[config.mk]
export PLATFORM = sky130hd
export DESIGN_NAME = ifetch_prefetch
export DESIGN_NICKNAME = d
export VERILOG_FILES = /design/src/rtl/ifetch_prefetch_pkg.sv /design/src/rtl/ifetch_prefetch_fifo.sv /design/src/rtl/ifetch_prefetch.sv
export SDC_FILE = /design/constraint.sdc
export NUM_CORES = 1
export LEC_CHECK = 0
export CORE_ASPECT_RATIO = 0.75
export CORE_MARGIN = 2
export CORE_UTILIZATION = 56
export DETAILED_ROUTE_END_ITERATION = 6
export GPL_TIMING_DRIVEN = 1
export PLACE_DENSITY_LB_ADDON = 0.08
export SLEW_MARGIN = 40
export SYNTH_ARGS = -nofsm -noshare
export SYNTH_HDL_FRONTEND = slang
export SYNTH_HIERARCHICAL = 1
export SYNTH_SLANG_ARGS = --single-unit
[constraint.sdc]
create_clock -name clk -period 3.95 [get_ports clk]
set_input_delay 0.395 -clock clk [delete_from_list [all_inputs] [get_ports clk]]
set_output_delay 0.395 -clock clk [all_outputs]
set_load 0.05 [all_outputs]
[src/rtl/ifetch_prefetch_pkg.sv]
// Shared constants for the instruction-fetch prefetch buffer: default geometry,
// reset PC, word stride and the NOP value driven when no instruction is valid.
package ifetch_prefetch_pkg;

  localparam int          DEFAULT_DEPTH    = 4;
  localparam logic [31:0] DEFAULT_RESET_PC = 32'h0000_0000;
  localparam logic [31:0] WORD_INC         = 32'd4;
  localparam logic [31:0] NOP              = 32'h0000_0000;

  function automatic logic [31:0] nextWord(input logic [31:0] addr);
    return addr + WORD_INC;
  endfunction

endpackage

[src/rtl/ifetch_prefetch_fifo.sv]
// DEPTH x 32 synchronous FIFO holding prefetched instruction words.
// The head is read combinationally; flush empties it in one cycle.
module ifetch_prefetch_fifo
  import ifetch_prefetch_pkg::*;
#(
  parameter int DEPTH = DEFAULT_DEPTH,
  localparam int PW = $clog2(DEPTH),
  localparam int CW = PW + 1
) (
  input  logic          clk,
  input  logic          reset,
  input  logic          push_i,
  input  logic          pop_i,
  input  logic          flush_i,
  input  logic [31:0]   wdata_i,
  output logic [31:0]   head_o,
  output logic [CW-1:0] count_o
);

  logic [31:0]   mem_q [DEPTH];
  logic [PW-1:0] rdPtr_q;
  logic [PW-1:0] wrPtr_q;
  logic [CW-1:0] count_q;

  always_ff @(posedge clk or posedge reset) begin
    if (reset) begin
      rdPtr_q <= '0;
      wrPtr_q <= '0;
      count_q <= '0;
    end else if (flush_i) begin
      rdPtr_q <= '0;
      wrPtr_q <= '0;
      count_q <= '0;
    end else begin
      if (push_i) wrPtr_q <= wrPtr_q + PW'(1);
      if (pop_i)  rdPtr_q <= rdPtr_q + PW'(1);
      if (push_i && !pop_i)      count_q <= count_q + CW'(1);
      else if (pop_i && !push_i) count_q <= count_q - CW'(1);
    end
  end

  // Storage needs no reset: an entry is only read after it has been written.
  always_ff @(posedge clk) begin
    if (push_i && !flush_i) mem_q[wrPtr_q] <= wdata_i;
  end

  assign head_o  = mem_q[rdPtr_q];
  assign count_o = count_q;

endmodule

[src/rtl/ifetch_prefetch.sv]
// Prefetch buffer between instruction memory and the core's fetch stage.
// Optional feature: define PREFETCH_BYPASS_EN to forward an ack straight to ImmRD when the FIFO is empty.
module ifetch_prefetch
  import ifetch_prefetch_pkg::*;
#(
  parameter int          DEPTH    = DEFAULT_DEPTH,
  parameter logic [31:0] RESET_PC = DEFAULT_RESET_PC
) (
  input  logic        clk,
  input  logic        reset,
  input  logic [31:0] PCF,
  input  logic        StallF,
  output logic [31:0] ImmRD,
  output logic        ImmValid,
  output logic        mem_req,
  output logic [31:0] mem_addr,
  input  logic        mem_ack,
  input  logic [31:0] mem_rdata
);

  localparam int CW = $clog2(DEPTH) + 1;

  logic [31:0]   expPc_q, expPc_d;
  logic [31:0]   fetchAddr_q, fetchAddr_d;
  logic [31:0]   memAddr_q, memAddr_d;
  logic          memReq_q, memReq_d;
  logic          stale_q, stale_d;

  logic [31:0]   fifoHead;
  logic [CW-1:0] count;
  logic [CW-1:0] countNext;
  logic [31:0]   fetchBase;
  logic          redirect, hit, pop, push, ackLive;
  logic          bypass, bypassTake, slotFree, issue;

  ifetch_prefetch_fifo #(.DEPTH(DEPTH)) uFifo (
    .clk     (clk),
    .reset   (reset),
    .push_i  (push),
    .pop_i   (pop),
    .flush_i (redirect),
    .wdata_i (mem_rdata),
    .head_o  (fifoHead),
    .count_o (count)
  );

  always_comb begin
    redirect = (PCF != expPc_q);
    hit      = !redirect && (count != '0);
    ackLive  = mem_ack && !stale_q && !redirect;
`ifdef PREFETCH_BYPASS_EN
    bypass   = ackLive && (count == '0);
`else
    bypass   = 1'b0;
`endif
    bypassTake = bypass && !StallF;
    pop        = hit && !StallF;
    push       = ackLive && !bypassTake;

    ImmValid = hit || bypass;
    ImmRD    = hit ? fifoHead : (bypass ? mem_rdata : NOP);

    countNext = count;
    if (redirect)          countNext = '0;
    else if (push && !pop) countNext = count + CW'(1);
    else if (pop && !push) countNext = count - CW'(1);

    // One request at a time; the slot frees on the ack edge so issue can be back-to-back.
    slotFree  = !memReq_q || mem_ack;
    issue     = slotFree && (countNext < CW'(DEPTH));
    fetchBase = redirect ? PCF : fetchAddr_q;

    memReq_d    = issue ? 1'b1 : (mem_ack ? 1'b0 : memReq_q);
    memAddr_d   = issue ? fetchBase : memAddr_q;
    fetchAddr_d = issue ? nextWord(fetchBase) : fetchBase;

    expPc_d = expPc_q;
    if (redirect)                 expPc_d = PCF;
    else if (pop || bypassTake)   expPc_d = nextWord(expPc_q);

    stale_d = stale_q;
    if (mem_ack)                    stale_d = 1'b0;
    else if (redirect && memReq_q)  stale_d = 1'b1;
  end

  always_ff @(posedge clk or posedge reset) begin
    if (reset) begin
      expPc_q     <= RESET_PC;
      fetchAddr_q <= RESET_PC;
      memAddr_q   <= RESET_PC;
      memReq_q    <= 1'b0;
      stale_q     <= 1'b0;
    end else begin
      expPc_q     <= expPc_d;
      fetchAddr_q <= fetchAddr_d;
      memAddr_q   <= memAddr_d;
      memReq_q    <= memReq_d;
      stale_q     <= stale_d;
    end
  end

  assign mem_req  = memReq_q;
  assign mem_addr = memAddr_q;

endmodule
## Word-level counts from Yosys, hierarchy flattened

Memory sizes are Yosys's and may differ from the RTL's.
Index checks and enable logic that the tools add are counted.

- Bits of input ports: 68
- Word-level logic and storage cells: 56
- Output and inout port bits: 66
- Bits in registers: 105
- Memories: 1
- Memory bits (writable): 128

Memories:

| name | depth | bits a word | rd ports | clocked after Yosys merged registers in | write ports | line | RTL |
|---|---|---|---|---|---|---|---|
| uFifo.mem_q | 4 | 32 | 1 | 0 | 1 | ifetch_prefetch_fifo.sv:20 | `logic [31:0] mem_q [DEPTH];` |

- Muxes and demuxes: 18
- Equality and inequality tests: 1
- Order comparisons: 1
- Add/subtract/negate cells: 6
- Reductions and logical operators: 21

Operators with widths:

| cell | count |
|---|---|
| $mux 32 | 5 |
| $add 32x3->32 const B | 2 |
| $ne 32x32->1 | 1 |
| $logic_and 1x1->1 | 9 |
| $mux 3 | 3 |
| $mux 2 | 4 |
| $reduce_bool 2->1 | 4 |
| $logic_not 1->1 | 6 |
| $mux 1 | 6 |
| $add 2x1->2 const B | 2 |
| $add 3x1->3 const B | 1 |
| $lt 3x3->1 const B | 1 |
| $reduce_bool 3->1 | 1 |
| $sub 3x1->3 const B | 1 |
| $logic_or 1x1->1 | 1 |

## Depth between registers and ports, before layout

Gate-level depths: netlist of run 1.

- Word-level depth: 11
- Gate-level depth with buffers: 15

## Hierarchy

Netlist of run 1, hierarchy kept.

By module, submodules not included:

| module | times used | area each (sq um) | cells an instance |
|---|---|---|---|
| ifetch_prefetch | 1 | 6190.9 | 704 |
| ifetch_prefetch_fifo | 1 | 5089.9 | 211 |

## Worst setup path after synthesis of run 1

Ideal clock, no wire load.

- Path type: in2reg
- Start point: in PCF[23]
- End point: mem uFifo.mem_q[0][0] (enable)
- Setup slack: 0.458 ns
- Arrival: 3.100 ns
- Stages: 11
- Buffers on the path: 3
- Data required time: 3.558 ns
- Library setup time: 0.392 ns
- Cell sequence: clkbuf_1 xnor2_1 nand4_1 nor4_2 and2_2 inv_2 buf_6 buf_2 nor2_1 nor2b_1 and2_1

- Longest elaborated chain between the ends: 6

Ends and longest elaborated chain:

| what | line | RTL |
|---|---|---|
| start, declared | ifetch_prefetch.sv:11 | `input logic [31:0] PCF,` |
| $ne 32x32->1 | ifetch_prefetch.sv:48 | `redirect = (PCF != expPc_q);` |
| named net redirect | ifetch_prefetch.sv:33 | `logic redirect, hit, pop, push, ackLive;` |
| $logic_not 1->1 | ifetch_prefetch.sv:50 | `ackLive = mem_ack && !stale_q && !redirect;` |
| $logic_and 1x1->1 | ifetch_prefetch.sv:50 |  |
| named net ackLive | ifetch_prefetch.sv:33 |  |
| $logic_and 1x1->1 | ifetch_prefetch_fifo.sv:44 | `if (push_i && !flush_i) mem_q[wrPtr_q] <= wdata_i;` |
| $mux 1 | ifetch_prefetch_fifo.sv:44 |  |
| $mux 1 (implied by the code) | ifetch_prefetch_fifo.sv:44 |  |
| end, declared | ifetch_prefetch_fifo.sv:20 |  |

The timed path passes the listed nets, and every way through them passes these cells.

## Final worst setup path of run 1

- Start point: in PCF[6]
- End point: out ImmRD[0]

- Longest elaborated chain between the ends: 4

Ends and longest elaborated chain:

| what | line | RTL |
|---|---|---|
| $ne 32x32->1 | ifetch_prefetch.sv:48 |  |
| $logic_not 1->1 | ifetch_prefetch.sv:49 | `hit = !redirect && (count != '0);` |
| $logic_and 1x1->1 | ifetch_prefetch.sv:49 |  |
| $mux 32 | ifetch_prefetch.sv:61 | `ImmRD = hit ? fifoHead : (bypass ? mem_rdata : NOP);` |
| end, declared | ifetch_prefetch.sv:13 | `output logic [31:0] ImmRD,` |

Every way passes these cells.

==> qor.yml, run 1 <==
drt:
  wirelength_um: 27100
  final_antenna_net_count: 0
  vias: 7879
  wl_per_cell_um: 20.3
  first_iter_violations: 789
  drt_first_pass_iters: 5
  drt_drc_violations_left: 0
  vias_per_cell: 5.91
die:
  rows: 44
  io_pins: 134
  die_w_um: 168
  die_y_um: 127
  start_util_pct: 57.7
  coreArea_sq_um: 19500
  die_area_sq_um: 21300
place:
  dpl.hpwl_um: 18300
  place_ws_ns: -0.188
  place_congestion: 0.935
  dp_cells: 1289
  postPlaceCellArea_sq_um: 13300
  portBuffers: 133
grt:
  grt_max_degree: 78
  grt_overflow: 0
  grt_pass1_wl_um: 43300
  track_usage_pct: 26.1
  antenna_found_initial: 0
  grt_pass1_vias: 7793
sta:
  slew_violations: 0
  finClkSkew_ns: 0.0157
  timing.fmax_ghz: 0.275
  hold_viol_final: 0
  finalCritPeriodShare_pct: 92.1
  rsz0062_at_grt: "no"
  worst_slack_ns: 0.313
  finalSetupTns_ns: 0
  min_period_ns: 3.64
  relSlewSlack_pct: 45.1
  tightestPinTransition_ns: 0.824
  setup_viol: 0
flow_run:
  cap_viol_max_count: 0
layout:
  design_area_sq_um: 14200
  layout-area-overhead-vs-synth_pct: 25.7
  final_cells: 1334
  drive_gt1_share_pct: 15.6
  fin_nets: 1138
clocking:
  insertion_delay_ns: 0.53
  numCtsBuffers: 24
  cts_sinks: 233
  cts_buffer_depth: 3
  clkTransAtPathRegs_ns: 0.06
  root_buffer: "clkbuf_16"
  ctsHoldBuffers: 0
  cts_tree: "built"
  htreeDepth: 1
pwr:
  sw_frac_of_total_pct: 23.6
  p_seq_share_pct: 47.7
  ir_worst_vdd_uv: 448
  clkPwrFrac_pct: 43.0
  p_switching_w: 0.00133
  internal_power_w: 0.00433
  pwr-share-comb_pct: 9.3
  leakagePower_nw: 5.20
  p_per_area_nw_per_um2: 399
critical_path:
  cp_data_arrival_time_ns: 3.24
  critPathMaxFanout: 61
  startpoint_type: "input port"
  crit_required_ns: 3.56
  crit_type: "input port to primary output"
  endpoint_kind: "primary output"
  worstSetupStartpoint: "PCF[6]"
  rr_startpoint: "expPc_q[6]"
synth:
  synth_common_cells: "edfxtp_1 (128), dfrtp_1 (105), nand2_1 (95), xnor2_1 (87), nor2_1 (68)"
  synth_area_leaders: "edfxtp_1 (34%), dfrtp_1 (23%), xnor2_1 (6.8%), mux4_2 (5.6%), nand2_1 (3.2%)"
  yosysTopAreaCell: "edfxtp_1"
  synthesis.nets: 991
  synth-edff-count: 128
  ys_types: 51
  seq_area_frac_synth_pct: 57.4
  ys_ff_latch: 233
  synth-async-reset-ratio_pct: 45.1
  synth_flop_cell: "edfxtp_1"
  yosysMostFrequentCell: "edfxtp_1"
  syn-instance-count: 915
  netlist_area_sq_um: 11300
  netlist.area_leader.share_pct: 34.1
  ys_warn_count: 6
  synth.avg_cell_area_sq_um: 12.3
outcome:
  status: "completed"
worst_hold_path:
  hold_class: "input port to async pin"
[power by group through the flow]
stage | sequential [W] | clock, W | combinational, W
CTS | 0.00270 | 0.00246 | 0.000525
global placement | 0.00275 | 0 | 0.000516
global route | 0.00271 | 0.00256 | 0.000563
floorplan | 0.00284 | 0 | 0.000188
detailed placement | 0.00275 | 0 | 0.000521
finish | 0.00270 | 0.00243 | 0.000526
[metal layers]
| metal | track usage [%] | vias up | share of wire [%] |
|---|---|---|---|
| met5 | 0 | - | 0 |
| met4 | 4.91 | 0 | 1.5 |
| met3 | 4.71 | 30 | 7.4 |
| met2 | 38.1 | 315 | 43 |
| met1 | 41.5 | 3920 | 48 |
| li1 | - | 3614 | - |
[cell type report]
| class | instances | area [sq um] |
|---|---|---|
| timing repair buffer | 178 | 2050 |
| clock inverter | 17 | 214 |
| multi-input combinational | 604 | 4400 |
| clock buffer | 27 | 633 |
| sequential | 233 | 6480 |
| fill | 1315 | 5370 |
| tap | 253 | 317 |
| antenna | 1 | 2.50 |
| inverter | 21 | 83.8 |
[layout by cell type (no fill, tap or decap), drive strengths merged, types with 2 or more instances in the layout]
cell type / count
inv: 21
xor2: 30
nand4: 37
nand3: 22
o21ai: 42
bufinv: 5
clkinvlp: 3
nor4: 15
nor2b: 3
clkbuf: 27
or2: 2
xnor2: 87
nand2b: 3
a31oi: 28
ha: 7
clkdlybuf4s50: 100
nand2: 95
a21oi: 10
mux4: 32
mux2: 8
and3: 45
buf: 78
a211oi: 2
mux2i: 20
nor2: 68
dfrtp: 105
clkinv: 9
nor3: 18
or3: 7
and2: 7
and4: 6
edfxtp: 128
[what timing repair did]
item / in CTS / in global routing
endpoints found under the setup margin: 0 / 31
setup buffers: 0 / 0
gates resized for setup: 0 / 2
[sequential cells by signal, indices dropped and copies added, names as in the netlist]
| signal | cells |
|---|---|
| mem_req | 1 |
| expPc_q | 32 |
| mem_addr | 32 |
| uFifo/mem_q | 128 |
| stale_q | 1 |
| fetchAddr_q | 32 |
| uFifo/wrPtr_q | 2 |
| uFifo/count_o | 3 |
| uFifo/rdPtr_q | 2 |
[per-stage QoR]
stage          utilization (%)  hold slack, ns  total power (W)
2_1_floorplan                -           0.198          0.00303
3_3_place_gp              68.1           0.480          0.00326
3_5_place_dp              68.1           0.484          0.00327
4_1_cts                   72.4           0.202          0.00569
5_1_grt                   72.5           0.295          0.00583
6_report                  72.5           0.245          0.00566
[kinds of logic after synthesis]
family          synth area share, %
buf+inv                        3.80
simple gates                   15.1
mux                            9.09
fa+ha+maj                     0.954
flops                          57.4
compound gates                 4.60
xor+xnor                       9.08
[path summary, 6_finish.rpt]
| kind | to | slack (ns) | depth (start not counted) |
|---|---|---|---|
| min reg2reg | fetchAddr_q[0] | 0.50 | 1 |
| max reg2reg | fetchAddr_q[20] | 0.35 | 13 |
| min in group clk | expPc_q[1] | 0.40 | 1 |
| max in group asynchronous | mem_addr[28] | 2.93 | 3 |
| max | ImmRD[0] | 0.31 | 8 |
| min | uFifo/count_o[2] | 0.24 | 2 |
[critical path: stages]
cell and delay [ns]:
clkdlybuf4s50_1 0.54, xnor2_1 0.41, nand4_1 0.17, nor4_2 0.49, and2_2 0.29, buf_6 0.45, and3_1 0.32, buf_12 0.15
No activity file was read; power rests on OpenSTA's default activity.
==> inputs of run 2 (changes only) <==
--- a/config.mk
+++ b/config.mk
@@ -5,9 +5,11 @@
 export SDC_FILE = /design/constraint.sdc
 export NUM_CORES = 1
 export LEC_CHECK = 0
+export CELL_PAD_IN_SITES_DETAIL_PLACEMENT = 1
+export CELL_PAD_IN_SITES_GLOBAL_PLACEMENT = 1
 export CORE_ASPECT_RATIO = 0.75
 export CORE_MARGIN = 2
-export CORE_UTILIZATION = 56
+export CORE_UTILIZATION = 46
 export DETAILED_ROUTE_END_ITERATION = 6
 export GPL_TIMING_DRIVEN = 1
 export PLACE_DENSITY_LB_ADDON = 0.08
==> run 2 against run 1 <==
  * Final cell count increased by 7.4%
  * Die area up 21%
  * Global-route usage down 1.7 points
  * Routed wire length increased by 14%
  * Worst setup slack got worse by 0.024 ns
  * Hold slack got worse by 0.029 ns
  * Clock power up 6%
  * Clock skew up 0.0032 ns
  * Critical path depth unchanged
  * Via count up 1.6%
  * Utilization shrank 12 points
  * Largest cell class unchanged
  * Largest power group unchanged
==> qor.yml, run 2 (synthesis results as in run 1) <==
critical_path:
  crit_path_end: "ImmRD[25]"
  reg2reg_slack_ns: 0.31  # -0.04 ns
  rr_startpoint: "expPc_q[17]"
  crit_chain: "xnor2_1 -> nand4_1 -> nor4_1 -> buf_4 -> and2_2 -> buf_4 -> and3_1 -> buf_12"
  critPathMaxFanout: 37  # -39%
  worstSetupStartpoint: "expPc_q[17]"
  crit_required_ns: 3.56  # about the same
  cp_common_cell: "buf_4"
  worstReg2RegEnd: "fetchAddr_q[28]"
  crit_type: "flip-flop to primary output"
  cpPeakStageDelay_ns: 0.47  # -0.07 ns
  startpoint_type: "flip-flop"
  cp_data_arrival_time_ns: 3.27  # +0.03 ns
  reg2reg_depth: 14  # +1
  cp_slowest_cell: "xnor2_1"
  endpoint_kind: "primary output"
pwr:
  leakagePower_nw: 5.34  # +2.7%
  ir_worst_vdd_uv: 340  # -24%
  p_per_area_nw_per_um2: 402  # +0.64%
  fin_total_pwr_w: 0.00582  # +2.9%
layout:
  fillers: 2401  # +83%
  drive_gt1_share_pct: 17.1  # +1.4 points
  num_antenna_cells: 0  # -1
  layout-area-overhead-vs-synth_pct: 28.4
  largest_register_ffs: 128  # unchanged
  fin_nets: 1158  # +1.8%
  seqCellArea_sq_um: 6480  # unchanged
  layout_common_cells: "edfxtp_1 (128), dfrtp_1 (103), clkdlybuf4s50_1 (100), nand2_1 (95), xnor2_1 (86)"
  regMostFlops: "uFifo/mem_q"
  final_cells: 1433  # +7.4%
  final_common_cell: "edfxtp_1"
  multiInputGateArea_sq_um: 4400  # about the same
die:
  die_y_um: 140  # +10%
  die_area_sq_um: 25800  # +21%
  start_util_pct: 46.9  # -11 points
  rows: 49  # +11%
  io_pins: 134  # unchanged
  die_w_um: 185  # +10%
  coreArea_sq_um: 24000  # +23%
grt:
  track_usage_pct: 24.4  # -1.7 points
  antenna_found_initial: 1  # +1
  grt_max_degree: 64  # -18%
  grt_pass1_wl_um: 48400  # +12%
  grt_overflow: 0  # unchanged
  grt_pass1_vias: 8231  # +5.6%
clocking:
  root_buffer: "clkbuf_16"
  htreeDepth: 1  # unchanged
  cts_buffer_depth: 3  # unchanged
  insertion_delay_ns: 0.53  # about the same
  numCtsBuffers: 26  # +8.3%
  cts_tree: "built"
  ctsHoldBuffers: 0  # unchanged
  clkTransAtPathRegs_ns: 0.06  # about the same
  cts_sinks: 233  # unchanged
drt:
  wl_met1_um: 14900  # +14%
  highest_layer: "met4"
  final_antenna_net_count: 0  # unchanged
  drt_first_pass_iters: 5  # unchanged
  wl_met2_um: 13500  # +16%
  drt_drc_violations_left: 0  # unchanged
  vias: 8002  # +1.6%
  first_iter_violations: 559  # -29%
  wl_met3_um: 2130  # +6.0%
  wirelength_um: 30900  # +14%
  vias_per_cell: 5.58  # -5.5%
  wl_per_cell_um: 21.6  # +6.2%
place:
  place_congestion: 0.871  # -6.8%
  portBuffers: 133  # unchanged
  place_ws_ns: -0.0399  # +0.148 ns
  dpl.hpwl_um: 21700  # +19%
  dp_cells: 1384  # +7.4%
sta:
  min_period_ns: 3.66  # +0.0242 ns
  hold_viol_final: 0  # unchanged
  finalCritPeriodShare_pct: 92.7  # +0.61 points
  tightestPinTransition_ns: 0.834  # +0.0103 ns
  finClkSkew_ns: 0.0189  # +0.00318 ns
  rsz0062_at_grt: "no"
  setup_viol: 0  # unchanged
  timing.fmax_ghz: 0.273  # -0.66%
  worst_slack_ns: 0.289  # -0.0242 ns
  relSlewSlack_pct: 44.4  # -0.69 points
  slew_violations: 0  # unchanged
outcome:
  status: "completed"
flow_run:
  cap_viol_max_count: 0  # unchanged
worst_hold_path:
  hold_class: "input port to async pin"
[run 2: worst min-delay path by stage]
| stage | end | from | slack [ns] |
|---|---|---|---|
| 6_report | uFifo/count_o[2] | reset | 0.22 |
| 5_1_grt | uFifo/wrPtr_q[0] | reset | 0.24 |
| 3_5_place_dp | fetchAddr_q[1] | fetchAddr_q[1] | 0.48 |
| 2_1_floorplan | uFifo/count_o[0] | reset | 0.20 |
| 4_1_cts | uFifo/count_o[1] | reset | 0.21 |
| 3_3_place_gp | fetchAddr_q[1] | fetchAddr_q[1] | 0.47 |
[run 2: area by class of cell]
type / instances / area share (%)
Sequential cell: 233 / 44.7
Multi-Input combinational cell: 604 / 30.4
Timing Repair Buffer: 196 / 15.2
Clock buffer: 33 / 4.96
Tap cell: 331 / 2.86
Clock inverter: 15 / 1.35
Inverter: 21 / 0.561
[run 2: layer usage]
metal  GRT usage (%)  vias to the layer above
met1            39.0                     4032
li1                -                     3668
met5               0                        -
met4            3.72                        0
met2            35.2                      270
met3            4.55                       32
[run 2: critical path: cells and delay by family (launching register included)]
family	cells	cell delay [ns]
buffers and inverters	3	0.77
and+or+nand+nor	4	1.08
DFF	1	0.42
xor gates and xnor gates	1	0.47
[run 2: report_power, final]
group / total (W) / internal [W] / switching, W
logic: 0.000553 / 0.000227 / 0.000326
registers: 0.00270 / 0.00264 / 0.0000697
clock network: 0.00257 / 0.00160 / 0.000962
[run 2: metrics by stage]
step                setup TNS (ns)  cell area, sq um  util (%)  hold WS, ns
floorplan                        0             11300         -        0.198
global placement           -0.0368             13500      56.4        0.475
detailed placement         -0.0934             13500      56.4        0.485
CTS                              0             14500      60.2        0.212
global route                     0             14500      60.3        0.239
finish                           0             14500      60.3        0.215
[run 2: repair_timing]
| item | CTS | global route |
|---|---|---|
| endpoints found under the setup margin | 0 | 8 |
| setup buffers | 0 | 0 |
| gates resized for setup | 0 | 1 |
==> inputs of run 3 (changes only) <==
--- a/config.mk
+++ b/config.mk
@@ -10,6 +10,7 @@
 export CORE_ASPECT_RATIO = 0.75
 export CORE_MARGIN = 2
 export CORE_UTILIZATION = 46
+export CTS_CLUSTER_SIZE = 8
 export DETAILED_ROUTE_END_ITERATION = 6
 export GPL_TIMING_DRIVEN = 1
 export PLACE_DENSITY_LB_ADDON = 0.08
==> run 3 against run 2 <==
  * Worst setup slack about the same
  * Sequential share of layout area fell by 0.36 points
  * Global-route usage up 0.73 points
  * Hold slack gained 0.0071 ns
  * Clock power rose by 7.8%
  * Critical path type is now flip-flop to flip-flop
  * Largest cell class unchanged
  * Die area unchanged
  * Clock-buffer cell count grew 17
==> qor.yml, run 3 (synthesis results as in run 1) <==
grt:
  track_usage_pct: 25.1  # +0.73 points
  grt_pass1_wl_um: 49600  # +2.5%
  grt_max_degree: 64  # unchanged
  antenna_found_initial: 1  # unchanged
  grt_pass1_vias: 8435  # +2.5%
  grt_overflow: 0  # unchanged
drt:
  final_antenna_net_count: 0  # unchanged
  vias_per_cell: 5.57  # -0.29%
  drt_first_pass_iters: 5  # unchanged
  wl_per_cell_um: 22.2  # +2.7%
  drt_drc_violations_left: 0  # unchanged
  vias: 8012  # +0.12%
  wirelength_um: 31900  # +3.1%
  first_iter_violations: 530  # -5.2%
layout:
  finalCoreUtilization_pct: 60.8  # +0.49 points
  final_common_cell: "edfxtp_1"
  final_cells: 1439  # +0.42%
  layout_common_cells: "edfxtp_1 (128), dfrtp_1 (103), clkdlybuf4s50_1 (100), nand2_1 (95), xnor2_1 (86)"
  largest_register_ffs: 128  # unchanged
  drive_gt1_share_pct: 17.1  # +0.088 points
  num_antenna_cells: 0  # unchanged
  layout-area-overhead-vs-synth_pct: 29.5
  fin_nets: 1168  # +0.86%
  regMostFlops: "uFifo/mem_q"
critical_path:
  cpPeakStageDelay_ns: 0.50  # +0.03 ns
  critPathMaxFanout: 5  # -86%
  cp_slowest_cell: "or3b_1"
  startpoint_type: "flip-flop"
  endpoint_kind: "flip-flop"
  crit_buf_inv: 3  # unchanged
  crit_required_ns: 4.32  # +0.76 ns
  cpLargestDelayFamily: "simple AND/OR/NAND/NOR gates"
  crit_type: "flip-flop to flip-flop"
  cp_data_arrival_time_ns: 4.03  # +0.76 ns
  crit_chain: "xnor2_1 -> nand4_1 -> nor4_1 -> buf_4 -> and2_2 -> inv_2 -> mux2i_1 -> inv_1 -> ha_1 -> nand3_1 -> or3b_1 -> nor3_1 -> xnor2_1 -> mux2i_1"
sta:
  rsz0062_at_grt: "no"
  tightestPinTransition_ns: 0.839  # +0.00440 ns
  slew_violations: 0  # unchanged
  setup_viol: 0  # unchanged
  min_period_ns: 3.66  # +0.000480 ns
  finalCritPeriodShare_pct: 92.7  # about the same
  finClkSkew_ns: 0.0157  # -0.00316 ns
  timing.fmax_ghz: 0.273  # about the same
  worst_slack_ns: 0.288  # -0.000480 ns
  whs_ns: 0.222  # +0.00707 ns
  relSlewSlack_pct: 44.1  # -0.29 points
  hold_viol_final: 0  # unchanged
clocking:
  numCtsBuffers: 35  # +35%
  htreeDepth: 2  # +1
  cts_buffer_depth: 3  # unchanged
  cts_tree: "built"
  root_buffer: "clkbuf_16"
  cts_sinks: 233  # unchanged
  clkTransAtPathRegs_ns: 0.05  # about the same
  insertion_delay_ns: 0.52  # about the same
  postCtsSetupBuffers: 0  # unchanged
pwr:
  sw_frac_of_total_pct: 24.7  # +1.4 points
  fin_total_pwr_w: 0.00604  # +3.7%
  ir_worst_vdd_uv: 376  # +11%
  p_per_area_nw_per_um2: 413  # +2.8%
  pwr-share-comb_pct: 9.3  # -0.2 points
  p_seq_share_pct: 44.9  # -1.5 points
  internal_power_w: 0.00455  # +1.8%
  p_switching_w: 0.00149  # +9.8%
  leakagePower_nw: 5.39  # +0.96%
  clkPwrFrac_pct: 45.9  # +1.8 points
worst_hold_path:
  hold_class: "input port to async pin"
place:
  dp_cells: 1384  # unchanged
  portBuffers: 133  # unchanged
  place_ws_ns: -0.0399  # unchanged
  dpl.hpwl_um: 21700  # unchanged
  place_congestion: 0.871  # unchanged
die:
  die_w_um: 185  # unchanged
  die_area_sq_um: 25800  # unchanged
  die_y_um: 140  # unchanged
  io_pins: 134  # unchanged
  rows: 49  # unchanged
  start_util_pct: 46.9  # unchanged
  coreArea_sq_um: 24000  # unchanged
outcome:
  status: "completed"
flow_run:
  cap_viol_max_count: 0  # unchanged
[run 3: cell count changes in the layout (fill, tap and decap cells not counted), moves of 2 or more]
cell	before	now
clkinv_2	3	0
clkbuf_1	4	14
clkbuf_16	27	36
clkinv_1	6	0
clkbuf_8	2	0
bufinv_16	5	0
[run 3: power groups by stage]
stage | clock, W | combinational (W) | sequential [W]
final | 0.00277 | 0.000558 | 0.00271
after global routing | 0.00293 | 0.000597 | 0.00272
after CTS | 0.00282 | 0.000554 | 0.00271
after detailed placement | 0 | 0.000548 | 0.00275
after global placement | 0 | 0.000539 | 0.00275
after floorplan | 0 | 0.000188 | 0.00284
[run 3: path summary, 6_finish.rpt]
path	startpoint	endpoint	slack (ns)	cells past startpoint
worst max-delay path	expPc_q[17]	fetchAddr_q[28]	0.29	14
worst min-delay path	reset	mem_addr[5]	0.22	2
worst max register to register	expPc_q[17]	fetchAddr_q[28]	0.29	14
worst min register to register	fetchAddr_q[1]	fetchAddr_q[1]	0.49	1
max in group asynchronous	reset	expPc_q[19]	3.18	3
min in group clk	PCF[0]	expPc_q[0]	0.41	1
[run 3: stage by stage]
| step | area (sq um) | TNS (ns) |
|---|---|---|
| final | 14600 | 0 |
| after global placement | 13500 | -0.0368 |
| after detailed placement | 13500 | -0.0934 |
| after CTS | 14600 | 0 |
| after floorplan | 11300 | 0 |
| after global routing | 14600 | 0 |
[run 3: timing repair]
action | CTS | global route
hold buffers | 0 | 0
endpoints found under the setup margin | 0 | 5
gates resized for setup | 0 | 1
[run 3: metal layers]
| metal | up-vias | GRT usage (%) | share of wire [%] |
|---|---|---|---|
| li1 | 3669 | - | - |
| met1 | 4077 | 39.3 | 49 |
| met2 | 228 | 36.0 | 44 |
| met3 | 38 | 5.42 | 6.0 |
| met4 | 0 | 5.43 | 1.3 |
| met5 | - | 0 | 0 |
[run 3: final cells by class]
cell class                 count  area, sq um
fill                        2398         9430
sequential                   233         6480
multi-input combinational    604         4400
timing repair buffer         197         2220
clock buffer                  50          953
tap                          331          414
inverter                      21         81.3
clock inverter                 3         58.8
